==> src/rtl/mips_pkg.sv <==
// Shared constants and types for the multi-cycle MIPS core.
// Opcode/funct encodings, FSM state type and a sign-extension helper.
package mips_pkg;

  localparam logic [5:0] OP_RTYPE = 6'h00;
  localparam logic [5:0] OP_LW    = 6'h23;
  localparam logic [5:0] OP_SW    = 6'h2B;
  localparam logic [5:0] OP_BEQ   = 6'h04;
  localparam logic [5:0] OP_ADDI  = 6'h08;
  localparam logic [5:0] OP_J     = 6'h02;
  localparam logic [5:0] OP_HALT  = 6'h3F;

  localparam logic [5:0] F_ADD = 6'h20;
  localparam logic [5:0] F_SUB = 6'h22;
  localparam logic [5:0] F_AND = 6'h24;
  localparam logic [5:0] F_OR  = 6'h25;
  localparam logic [5:0] F_SLT = 6'h2A;

  typedef enum logic [2:0] {
    IDLE   = 3'd0,
    FETCH  = 3'd1,
    DECODE = 3'd2,
    EXEC   = 3'd3,
    MEM    = 3'd4,
    WB     = 3'd5,
    HALT   = 3'd6
  } stateT;

  function automatic logic [31:0] sext16(input logic [15:0] v);
    return {{16{v[15]}}, v};
  endfunction

endpackage

==> src/rtl/mips_multicycle_core_regfile.sv <==
// Architectural register file: two combinational reads, one synchronous write.
// R0 and any index at or beyond NREGS read as zero and ignore writes.
module mc_regfile
  import mips_pkg::*;
#(
  parameter int NREGS = 32
) (
  input  logic        clkIn,
  input  logic        rstnIn,
  input  logic [4:0]  rdAddrA,
  input  logic [4:0]  rdAddrB,
  output logic [31:0] rdDataA,
  output logic [31:0] rdDataB,
  input  logic        wrEn,
  input  logic [4:0]  wrAddr,
  input  logic [31:0] wrData
);

  localparam int IDX_W = $clog2(NREGS);
  localparam logic [5:0] NREGS_L = 6'(NREGS);

  logic [31:0] regs [NREGS];

  function automatic logic usable(input logic [4:0] idx);
    return (idx != 5'd0) && ({1'b0, idx} < NREGS_L);
  endfunction

  assign rdDataA = usable(rdAddrA) ? regs[rdAddrA[IDX_W-1:0]] : 32'd0;
  assign rdDataB = usable(rdAddrB) ? regs[rdAddrB[IDX_W-1:0]] : 32'd0;

  // Register storage with asynchronous clear.
  always_ff @(posedge clkIn or negedge rstnIn) begin
    if (!rstnIn) begin
      for (int i = 0; i < NREGS; i++) begin
        regs[i] <= 32'd0;
      end
    end else if (wrEn && usable(wrAddr)) begin
      regs[wrAddr[IDX_W-1:0]] <= wrData;
    end
  end

endmodule

==> src/rtl/mips_multicycle_core.sv <==
// Multi-cycle MIPS subset core: one ALU, one req/ack memory port, halt/trap.
// The FSM walks FETCH/DECODE/EXEC/MEM/WB; memory strobes are a decode of state.
module mips_multicycle_core
  import mips_pkg::*;
#(
  parameter logic [31:0] RESET_PC = 32'h0000_0000,
  parameter int          NREGS    = 32,
  parameter int          ADDR_W   = 32
) (
  input  logic              clkIn,
  input  logic              rstnIn,
  output logic              memReq,
  output logic              memWe,
  output logic [ADDR_W-1:0] memAddr,
  output logic [31:0]       memWData,
  input  logic [31:0]       memRData,
  input  logic              memAck,
  output logic [31:0]       pcOut,
  output logic              halted,
  output logic              trap
);

  stateT       state;
  logic [31:0] pc, ir, regA, regB, aluOut, mdr;
  logic        trapR;

  logic [5:0]  op, funct;
  logic [4:0]  rs, rt, rd;
  logic [15:0] imm16;
  logic [31:0] rdA, rdB, aluRes;
  logic        aluBad, opKnown;
  logic        rfWe;
  logic [4:0]  rfWAddr;
  logic [31:0] rfWData;

  assign op    = ir[31:26];
  assign rs    = ir[25:21];
  assign rt    = ir[20:16];
  assign rd    = ir[15:11];
  assign funct = ir[5:0];
  assign imm16 = ir[15:0];

  mc_regfile #(.NREGS(NREGS)) uRegFile (
    .clkIn   (clkIn),
    .rstnIn  (rstnIn),
    .rdAddrA (rs),
    .rdAddrB (rt),
    .rdDataA (rdA),
    .rdDataB (rdB),
    .wrEn    (rfWe),
    .wrAddr  (rfWAddr),
    .wrData  (rfWData)
  );

  // Opcode legality check used in DECODE.
  always_comb begin
    opKnown = 1'b0;
    case (op)
      OP_RTYPE, OP_LW, OP_SW, OP_BEQ, OP_ADDI, OP_J, OP_HALT: opKnown = 1'b1;
      default: opKnown = 1'b0;
    endcase
  end

  // Shared ALU: R-type by funct, everything else is base + sign-extended offset.
  always_comb begin
    aluRes = 32'd0;
    aluBad = 1'b0;
    if (op == OP_RTYPE) begin
      case (funct)
        F_ADD:   aluRes = regA + regB;
        F_SUB:   aluRes = regA - regB;
        F_AND:   aluRes = regA & regB;
        F_OR:    aluRes = regA | regB;
        F_SLT:   aluRes = {31'd0, ($signed(regA) < $signed(regB))};
        default: aluBad = 1'b1;
      endcase
    end else begin
      aluRes = regA + sext16(imm16);
    end
  end

  // Write-back source and destination selection.
  always_comb begin
    rfWe    = (state == WB);
    rfWAddr = rt;
    rfWData = aluOut;
    if (op == OP_RTYPE) begin
      rfWAddr = rd;
    end else begin
      rfWAddr = rt;
    end
    if (op == OP_LW) begin
      rfWData = mdr;
    end else begin
      rfWData = aluOut;
    end
  end

  // Sequencer and datapath registers.
  always_ff @(posedge clkIn or negedge rstnIn) begin
    if (!rstnIn) begin
      state  <= IDLE;
      pc     <= RESET_PC;
      ir     <= 32'd0;
      regA   <= 32'd0;
      regB   <= 32'd0;
      aluOut <= 32'd0;
      mdr    <= 32'd0;
      trapR  <= 1'b0;
    end else begin
      case (state)
        IDLE: state <= FETCH;
        FETCH: begin
          if (memAck) begin
            ir    <= memRData;
            pc    <= pc + 32'd4;
            state <= DECODE;
          end
        end
        DECODE: begin
          regA   <= rdA;
          regB   <= rdB;
          aluOut <= pc + (sext16(imm16) << 2);
          if (op == OP_HALT) begin
            state <= HALT;
          end else if (!opKnown) begin
            trapR <= 1'b1;
            state <= HALT;
          end else begin
            state <= EXEC;
          end
        end
        EXEC: begin
          case (op)
            OP_RTYPE: begin
              if (aluBad) begin
                trapR <= 1'b1;
                state <= HALT;
              end else begin
                aluOut <= aluRes;
                state  <= WB;
              end
            end
            OP_ADDI: begin
              aluOut <= aluRes;
              state  <= WB;
            end
            OP_LW, OP_SW: begin
              aluOut <= aluRes;
              if (aluRes[1:0] != 2'b00) begin
                trapR <= 1'b1;
                state <= HALT;
              end else begin
                state <= MEM;
              end
            end
            OP_BEQ: begin
              if (regA == regB) pc <= aluOut;
              state <= FETCH;
            end
            OP_J: begin
              pc    <= {pc[31:28], ir[25:0], 2'b00};
              state <= FETCH;
            end
            default: begin
              trapR <= 1'b1;
              state <= HALT;
            end
          endcase
        end
        MEM: begin
          if (memAck) begin
            if (op == OP_LW) begin
              mdr   <= memRData;
              state <= WB;
            end else begin
              state <= FETCH;
            end
          end
        end
        WB:   state <= FETCH;
        HALT: state <= HALT;
        default: begin
          // Corrupted state encoding: stop rather than run on garbage.
          trapR <= 1'b1;
          state <= HALT;
        end
      endcase
    end
  end

  // Memory port strobes decoded from the registered state.
  always_comb begin
    memReq   = 1'b0;
    memWe    = 1'b0;
    memAddr  = {ADDR_W{1'b0}};
    memWData = 32'd0;
    if (state == FETCH) begin
      memReq  = 1'b1;
      memAddr = pc[ADDR_W-1:0];
    end else if (state == MEM) begin
      memReq   = 1'b1;
      memWe    = (op == OP_SW);
      memAddr  = aluOut[ADDR_W-1:0];
      memWData = regB;
    end else begin
      memReq = 1'b0;
    end
  end

  assign pcOut  = pc;
  assign halted = (state == HALT);
  assign trap   = trapR;

endmodule

==> config.mk <==
export PLATFORM = sky130hd
export DESIGN_NAME = mips_multicycle_core
export DESIGN_NICKNAME = d
export VERILOG_FILES = /design/src/rtl/mips_pkg.sv /design/src/rtl/mips_multicycle_core_regfile.sv /design/src/rtl/mips_multicycle_core.sv
export SDC_FILE = /design/constraint.sdc
export NUM_CORES = 2
export LEC_CHECK = 0
export ABC_AREA = 1
export BUFFER_PORTS_ARGS = -buffer_cell sky130_fd_sc_hd__buf_2
export CORE_MARGIN = 2
export CORE_UTILIZATION = 28
export DETAILED_ROUTE_END_ITERATION = 7
export GPL_TIMING_DRIVEN = 0
export SYNTH_ARGS = -nofsm -noshare
export SYNTH_HDL_FRONTEND = slang
export SYNTH_SLANG_ARGS = --single-unit
export TNS_END_PERCENT = 30
==> constraint.sdc <==
create_clock -name clkIn -period 2.7 [get_ports clkIn]
set_clock_uncertainty 0.1 [all_clocks]
set_input_delay 0.27 -clock clkIn [delete_from_list [all_inputs] [get_ports clkIn]]
set_output_delay 0.27 -clock clkIn [all_outputs]
set_load 0.01 [all_outputs]
## Word-level counts from Yosys, hierarchy flattened

Index checks and enable logic that the tools add are counted.

- Logic and storage cells: 162
- Register bits after elaboration: 1220
- Output and inout bits: 100
- Input bits: 35

- Multiplexer cells: 48
- Eq/ne operators: 32
- Bitwise gates (word level): 6
- $add $sub $neg: 5
- Order comparisons: 5
- Reduce and logical (&&, ||, !) cells: 25

Operators by type and width:

| kind | number |
|---|---|
| bitwise mux 1024 bit | 1 |
| 2-to-1 mux 32 bit | 16 |
| binary-select mux 32 bit (select 5 bit) | 2 |
| case mux 32 bit (2 select lines) | 4 |
| demux 32 bit (select 5 bit) | 1 |
| case mux 32 bit (5 select lines) | 1 |
| adder 32 bit | 3 |
| == test 6 bit (second input constant) | 8 |
| adder 32 x 3 -> 32 bit (second input constant) | 1 |
| bitwise AND 32 bit | 1 |
| == test 32 bit | 1 |
| less-than comparator 32 bit | 1 |
| bitwise OR 32 bit | 1 |
| subtractor 32 bit | 1 |
| greater-or-equal comparator 6 bit (second input constant) | 3 |
| inverter 5 -> 6 bit | 3 |
| != test 2 bit (second input constant) | 8 |
| 2-to-1 mux 3 bit | 5 |
| != test 3 bit (second input constant) | 5 |
| case mux 3 bit (5 select lines) | 1 |
| nonzero test 5 bit | 3 |
| case mux 3 bit (4 select lines) | 1 |
| 2-to-1 mux 1 bit | 11 |
| OR reduction 5 bit | 2 |
| 24 further kinds | 37 |

## Depth between registers and ports, before layout

- Depth in word-level cells: 8
- Gate-level depth with buffers: 21
- Gate-level depth less buffers: 21

## Modules after synthesis

Synthesis repeated with hierarchy kept, for this count alone.

- Cell total of the unflattened synthesis: 11502
- Area total of the unflattened synthesis: 76504.6 um2

By module, submodules not included:

| module | sequential area each (um2) | area each (um2) | cells an instance | instances |
|---|---|---|---|---|
| mc_regfile | 25624.6 | 56802.0 | 8334 | 1 |
| mips_multicycle_core | 4904.7 | 19702.6 | 3168 | 1 |

## Worst setup path before layout

No wires, ideal clock.

- Path kind: register to register
- Start point: register ir[15]
- End point: register uRegFile.regs[342] (netlist bit)
- Cell stages (with the launch flop): 11
- Arrival time: 2.583 ns
- Path slack: -0.115 ns
- Path buffers: 2
- Path through: dfrtp_1 o21ai_2 and3_1 buf_2 nand2_2 nand2_4 nor4_4 nand2_4 buf_2 nand2_1 o21ai_1

- Cells in the longest elaborated chain, start to end: 7
- Elaborated cells between the ends (all ways): 10
- Classes of those cells: 2 x order compare; 4 x mux; 1 x bitwise; 3 x reduce/logical

RTL lines:

| what | line | RTL |
|---|---|---|
| from (decl) | mips_multicycle_core.sv:24 | `logic [31:0] pc, ir, regA, regB, aluOut, mdr;` |
| from (signal assigned) | mips_multicycle_core.sv:115 | `ir <= memRData;` |
| 2-to-1 mux 5 bit * | mips_multicycle_core.sv:87 | `if (op == OP_RTYPE) begin` |
| inverter 5 -> 6 bit (implied by the code) | mips_multicycle_core_regfile.sv:38 | `regs[wrAddr[IDX_W-1:0]] <= wrData;` |
| greater-or-equal comparator 6 bit (implied by the code) or less-than comparator 6 x 1 -> 1 bit (tied branches) | mips_multicycle_core_regfile.sv:38 |  |
| logical AND 1 bit (implied by the code) | mips_multicycle_core_regfile.sv:38 |  |
| 2-to-1 mux 32 bit (implied by the code) | mips_multicycle_core_regfile.sv:38 |  |
| demux 32 bit (select 5 bit) | mips_multicycle_core_regfile.sv:38 |  |
| bitwise mux 1024 bit | mips_multicycle_core_regfile.sv:38 |  |
| to (signal, indexed assignment) | mips_multicycle_core_regfile.sv:38 |  |
| to (decl) | mips_multicycle_core_regfile.sv:22 | `logic [31:0] regs [NREGS];` |

Every way passes the cells marked *; elsewhere a longest branch is shown, timed or not.
A chain may end at the register's enable or synchronous reset.

## Worst setup path in the final report

- Start point: register ir[16]
- End point: register regB[22]

- Cells in the longest elaborated chain, start to end: 5
- Elaborated cells between the ends (all ways): 6
- Classes of those cells: 4 x mux; 1 x bitwise; 1 x reduce/logical

RTL lines:

| what | line | RTL |
|---|---|---|
| inverter 5 -> 6 bit (implied by the code) | mips_multicycle_core_regfile.sv:29 | `assign rdDataB = usable(rdAddrB) ? regs[rdAddrB[IDX_W-1:0]] : 32'd0;` |
| binary-select mux 32 bit (select 5 bit) | mips_multicycle_core_regfile.sv:29 |  |
| 2-to-1 mux 32 bit (implied by the code) (2 in series) | mips_multicycle_core_regfile.sv:29 |  |
| 2-to-1 mux 32 bit * | mips_multicycle_core_regfile.sv:29 |  |
| to (signal assigned) | mips_multicycle_core.sv:122 | `regB <= rdB;` |
| to (decl) | mips_multicycle_core.sv:24 |  |

Every way passes the cells marked *; elsewhere a longest branch is shown, timed or not. The select of a mux whose other input is x is not followed.

==> flow_summary_export.csv <==
group,metric,value,unit
critical_path,worst-endpoint-arrival,3.84,ns
clock_tree,tritoncts.num_buffers,145,
timing,final_setup_violation_count,1168,
critical_path,worstSetupEndpointType,"flop",
drt,routed_wire_length_per_instance,31.0,um
clock_tree,cts.htree.levels,4,
grt,grt.total_usage,32.4,%
clock_tree,worstSkewPairLatency,0.86,ns
cells_and_area,most_frequent_standard_cell_in_the_layout_excluding_fill_and_tap_cells,"nand2_1",
drt,route.detailed.drc,0,
floorplan,fp.dieH,518,um
drt,drt-pass1-iter-count,8,
power_and_ir_drop,power.leakage,0.0404,uW
timing,slew-limit-headroom,17.7,%
synth,synth-compound-area-share,25.3,%
synth,post_synth_xor_area_fraction,0.261,%
grt,grt_overflow_total,0,
grt,first_pass_grt_wire_length,619000,um
power_and_ir_drop,power_per_cell_area,1450,mW/mm^2
clock_tree,clkSinkCount,1220,
synth,netlist_area,0.0739,sq mm
drt,top_layer,"met5",
critical_path,worstPathCellList,"clkbuf_16 -> clkbuf_16 -> clkbuf_16 -> clkbuf_4 -> nand2_1 -> o21ai_0 -> a221oi_4 -> a32oi_1 -> o21ai_0 -> o21ai_0",
synth,dominantRegCellSynth,"dfrtp_1",
synth,synth.avg_cell_area,7.02,sq um
synth,synth_mux_area_share,0,%
critical_path,critical-path-max-stage-delay,0.56,ns
cells_and_area,utilization,36.5,%
timing,final_min_period_over_clock_period,120,%
synth,synth.lib_cells_used.distinct,54,
synth,synthesis.nets,10700,
place,finalWeightedCongestion,1.04,
drt,initialDrtViolationCount,11800,
place,place.detailed.hpwl,346000,um
synth,synth_top_family_by_area,"compound AO/OA/AOI/OAI gates",
synth,synth_sequential_area_ratio,41.3,%
timing,max_slew.worst_pin.slew,1.23,ns
critical_path,crit_path_top_delay_cell,"a221oi_4",
clock_tree,ctsLongestPathBuffers,3,
floorplan,pin_count,135,
timing,worst_hold_slack,-0.722,ns
timing,postLayoutSetupSlackWorst,-0.551,ns
timing,finalHoldViolCount,374,
critical_path,timing.rr.end,"regB[22]$_DFFE_PN0P_",
critical_path,crit_path_kind,"reg2reg",
cells_and_area,layout-area-overhead-vs-synth,29.5,%
timing,layout_min_cycle_time,3.25,ns
grt,number_of_global_route_vias_before_repair,77800,
synth,synth_seq_cells,1220,
critical_path,regToRegSetupSlack,-0.55,ns
synth,synth-edff-count,0,
clock_tree,tritoncts,"yes",
drt,drtAntennaViolNets,0,
hold_path,holdCritPathClass,"in2async",
cells_and_area,regArea,0.0306,sq mm
timing,grt_setup_unrepaired,"true",
drt,viasPerCell,5.69,
critical_path,critPathTopFamily,"compound AO/OA/AOI/OAI gates",
place,buffer_ports.inserted,134,
critical_path,worst-path-buf-inv,4,
drt,routed-wl-met2,193000,um
drt,detail_route.wirelength,454000,um
clock_tree,ctsRootBufferMaster,"clkbuf_16",
timing,fmax,308,MHz
outcome,failed_checks,"hold timing, setup timing",
synth,synth_cells,10500,
floorplan,num_rows,188,
cells_and_area,multiInputGateArea,0.0433,sq mm
floorplan,dieArea,0.268,sq mm
synth,synth-adder-area-share,2.77,%
cells_and_area,commonest_cells_after_routing_fill_and_taps_aside,"nand2_1, o21ai_0, dfrtp_1",
critical_path,crit_fanout,10,
power_and_ir_drop,ir_worst_vdd,0.000830,V
grt,grt_max_degree,162,
floorplan,fp.dieW,518,um
floorplan,design.core.area,0.262,sq mm
drt,wl_met1,178000,um
drt,num_vias,83500,
timing,slew_viol_final,0,
critical_path,worstReg2RegStart,"ir[16]$_DFFE_PN0P_",
place,detailedPlace.worstSlack,-3.85,ns
clock_tree,clkTransAtPathRegs,0.06,ns
cells_and_area,drive_gt1_share,19.3,%
run,drv_cap,0,
outcome,run_status,"finished, violations left",
cells_and_area,fillers,27800,
synth,synth-warning-count,0,
cells_and_area,design.final.nets,11200,
timing,tns,-178.58,ns
synth,async_reset_ff_share,100,%
power_and_ir_drop,total_power,139000,uW
critical_path,startpoint_type,"flop",
drt,route.met3.wl,50500,um
critical_path,data_required_time_of_the_worst_path,3.29,ns
critical_path,rr_worst_depth,10,
floorplan,floorplan.initialDensity,28.2,%
synth,post_synth_and_or_nand_nor_area_fraction,21.9,%
grt,grt_antenna_before_repair,42,
-- worst max-delay path by stage --
| stage | startpoint | to | slack [ns] | cells past startpoint |
|---|---|---|---|---|
| after floorplan | ir[29]$_DFFE_PN0P_ | uRegFile.regs[342]$_DFFE_PN0P_ | -0.02 | 16 |
| after CTS | ir[21]$_DFFE_PN0P_ | regA[16]$_DFFE_PN0P_ | -0.43 | 12 |
| final | ir[16]$_DFFE_PN0P_ | regB[22]$_DFFE_PN0P_ | -0.55 | 10 |
| after global routing | ir[21]$_DFFE_PN0P_ | regA[15]$_DFFE_PN0P_ | -0.46 | 10 |
| after global placement | rstnIn | ir[15]$_DFFE_PN0P_ | -29.96 | 1 |
| after detailed placement | ir[16]$_DFFE_PN0P_ | regB[6]$_DFFE_PN0P_ | -3.85 | 11 |
-- sequential cells by signal, indices dropped and copies added (netlist names), 3 cells and up --
signal         cells
mdr               32
regB              32
regA              32
aluOut            32
pcOut             32
state              3
uRegFile.regs   1024
ir                32
-- synth_stat cells (4+ instances only) --
cell	number	area, sq um
a22oi_1	9	67.6
nor2_2	5	31.3
fa_1	4	80.1
ha_1	157	1960
clkbuf_1	664	2490
xor2_1	10	87.6
o21ai_2	8	70.1
or2_2	15	93.8
a32oi_1	126	1100
xnor2_1	12	105
o21ai_1	761	3810
o21bai_1	22	165
nor2_1	920	3450
a21oi_1	327	1640
nor4_1	7	43.8
a21o_1	10	75.1
a31oi_1	32	200
buf_2	118	591
nand2_1	2778	10400
buf_1	48	180
o22ai_1	293	1830
nor3_1	43	215
nand3_1	226	1130
a221oi_1	129	1130
nand2_2	16	100
nor4_4	4	85.1
inv_1	776	2910
nand4_1	30	188
nand2_4	13	146
a21boi_0	8	60.1
o211ai_1	13	97.6
and2_1	8	50.1
buf_4	6	45.0
o21a_1	5	37.5
o21ai_0	1636	8190
inv_2	8	30.0
dfrtp_1	1220	30500
o2111ai_1	8	70.1
nand3b_1	13	97.6
-- metal layers --
metal / vias up / global-route usage [%]
met3: 1133 / 9.49
met5: - / 0
met4: 32 / 20.3
li1: 36200 / -
met1: 40900 / 41.3
met2: 5216 / 47.9
-- repair_timing --
| action | CTS | global route |
|---|---|---|
| pin swaps | 148 | 124 |
| hold buffers | 33 | 5 |
| gates resized for setup | 1709 | 843 |
| buffers inserted | 90 | 97 |
| hold endpoints to repair | 568 | 172 |
| setup endpoints to repair | 1226 | 1221 |
| cloned | 7 | 8 |
-- layout make-up --
class / instances / share of cell area, %
multi-input cells: 7673 / 45.2
flip-flops and latches: 1220 / 32.0
plain buffers: 809 / 5.91
well taps: 3515 / 4.60
clock buffers: 205 / 4.45
repair buffers: 379 / 3.79
inverters: 787 / 3.25
clock inverters: 57 / 0.715
diodes: 15 / 0.0392
-- metrics by stage --
step,instances,cell area [sq um]
after global routing,14700,95600
after global placement,14200,79000
final,14700,95700
after detailed placement,14200,79200
after floorplan,10500,73900
after CTS,14500,92300
-- cells by family (layout without fill, tap and decap cells) --
kind of cell,after synthesis,after routing
and+or+nand+nor,4087,4090
AOI/OAI and AO/OA,3400,3400
buffers and inverters,1626,2237
DFF,1220,1220
adders and majority gates,161,161
xor gates and xnor gates,22,22
other,0,15
-- report_power, final --
group          switching [uW]  internal (uW)
Sequential               6030          24300
Clock                    9080          11900
Combinational           62400          25200
(Power assumes the default switching activity.)
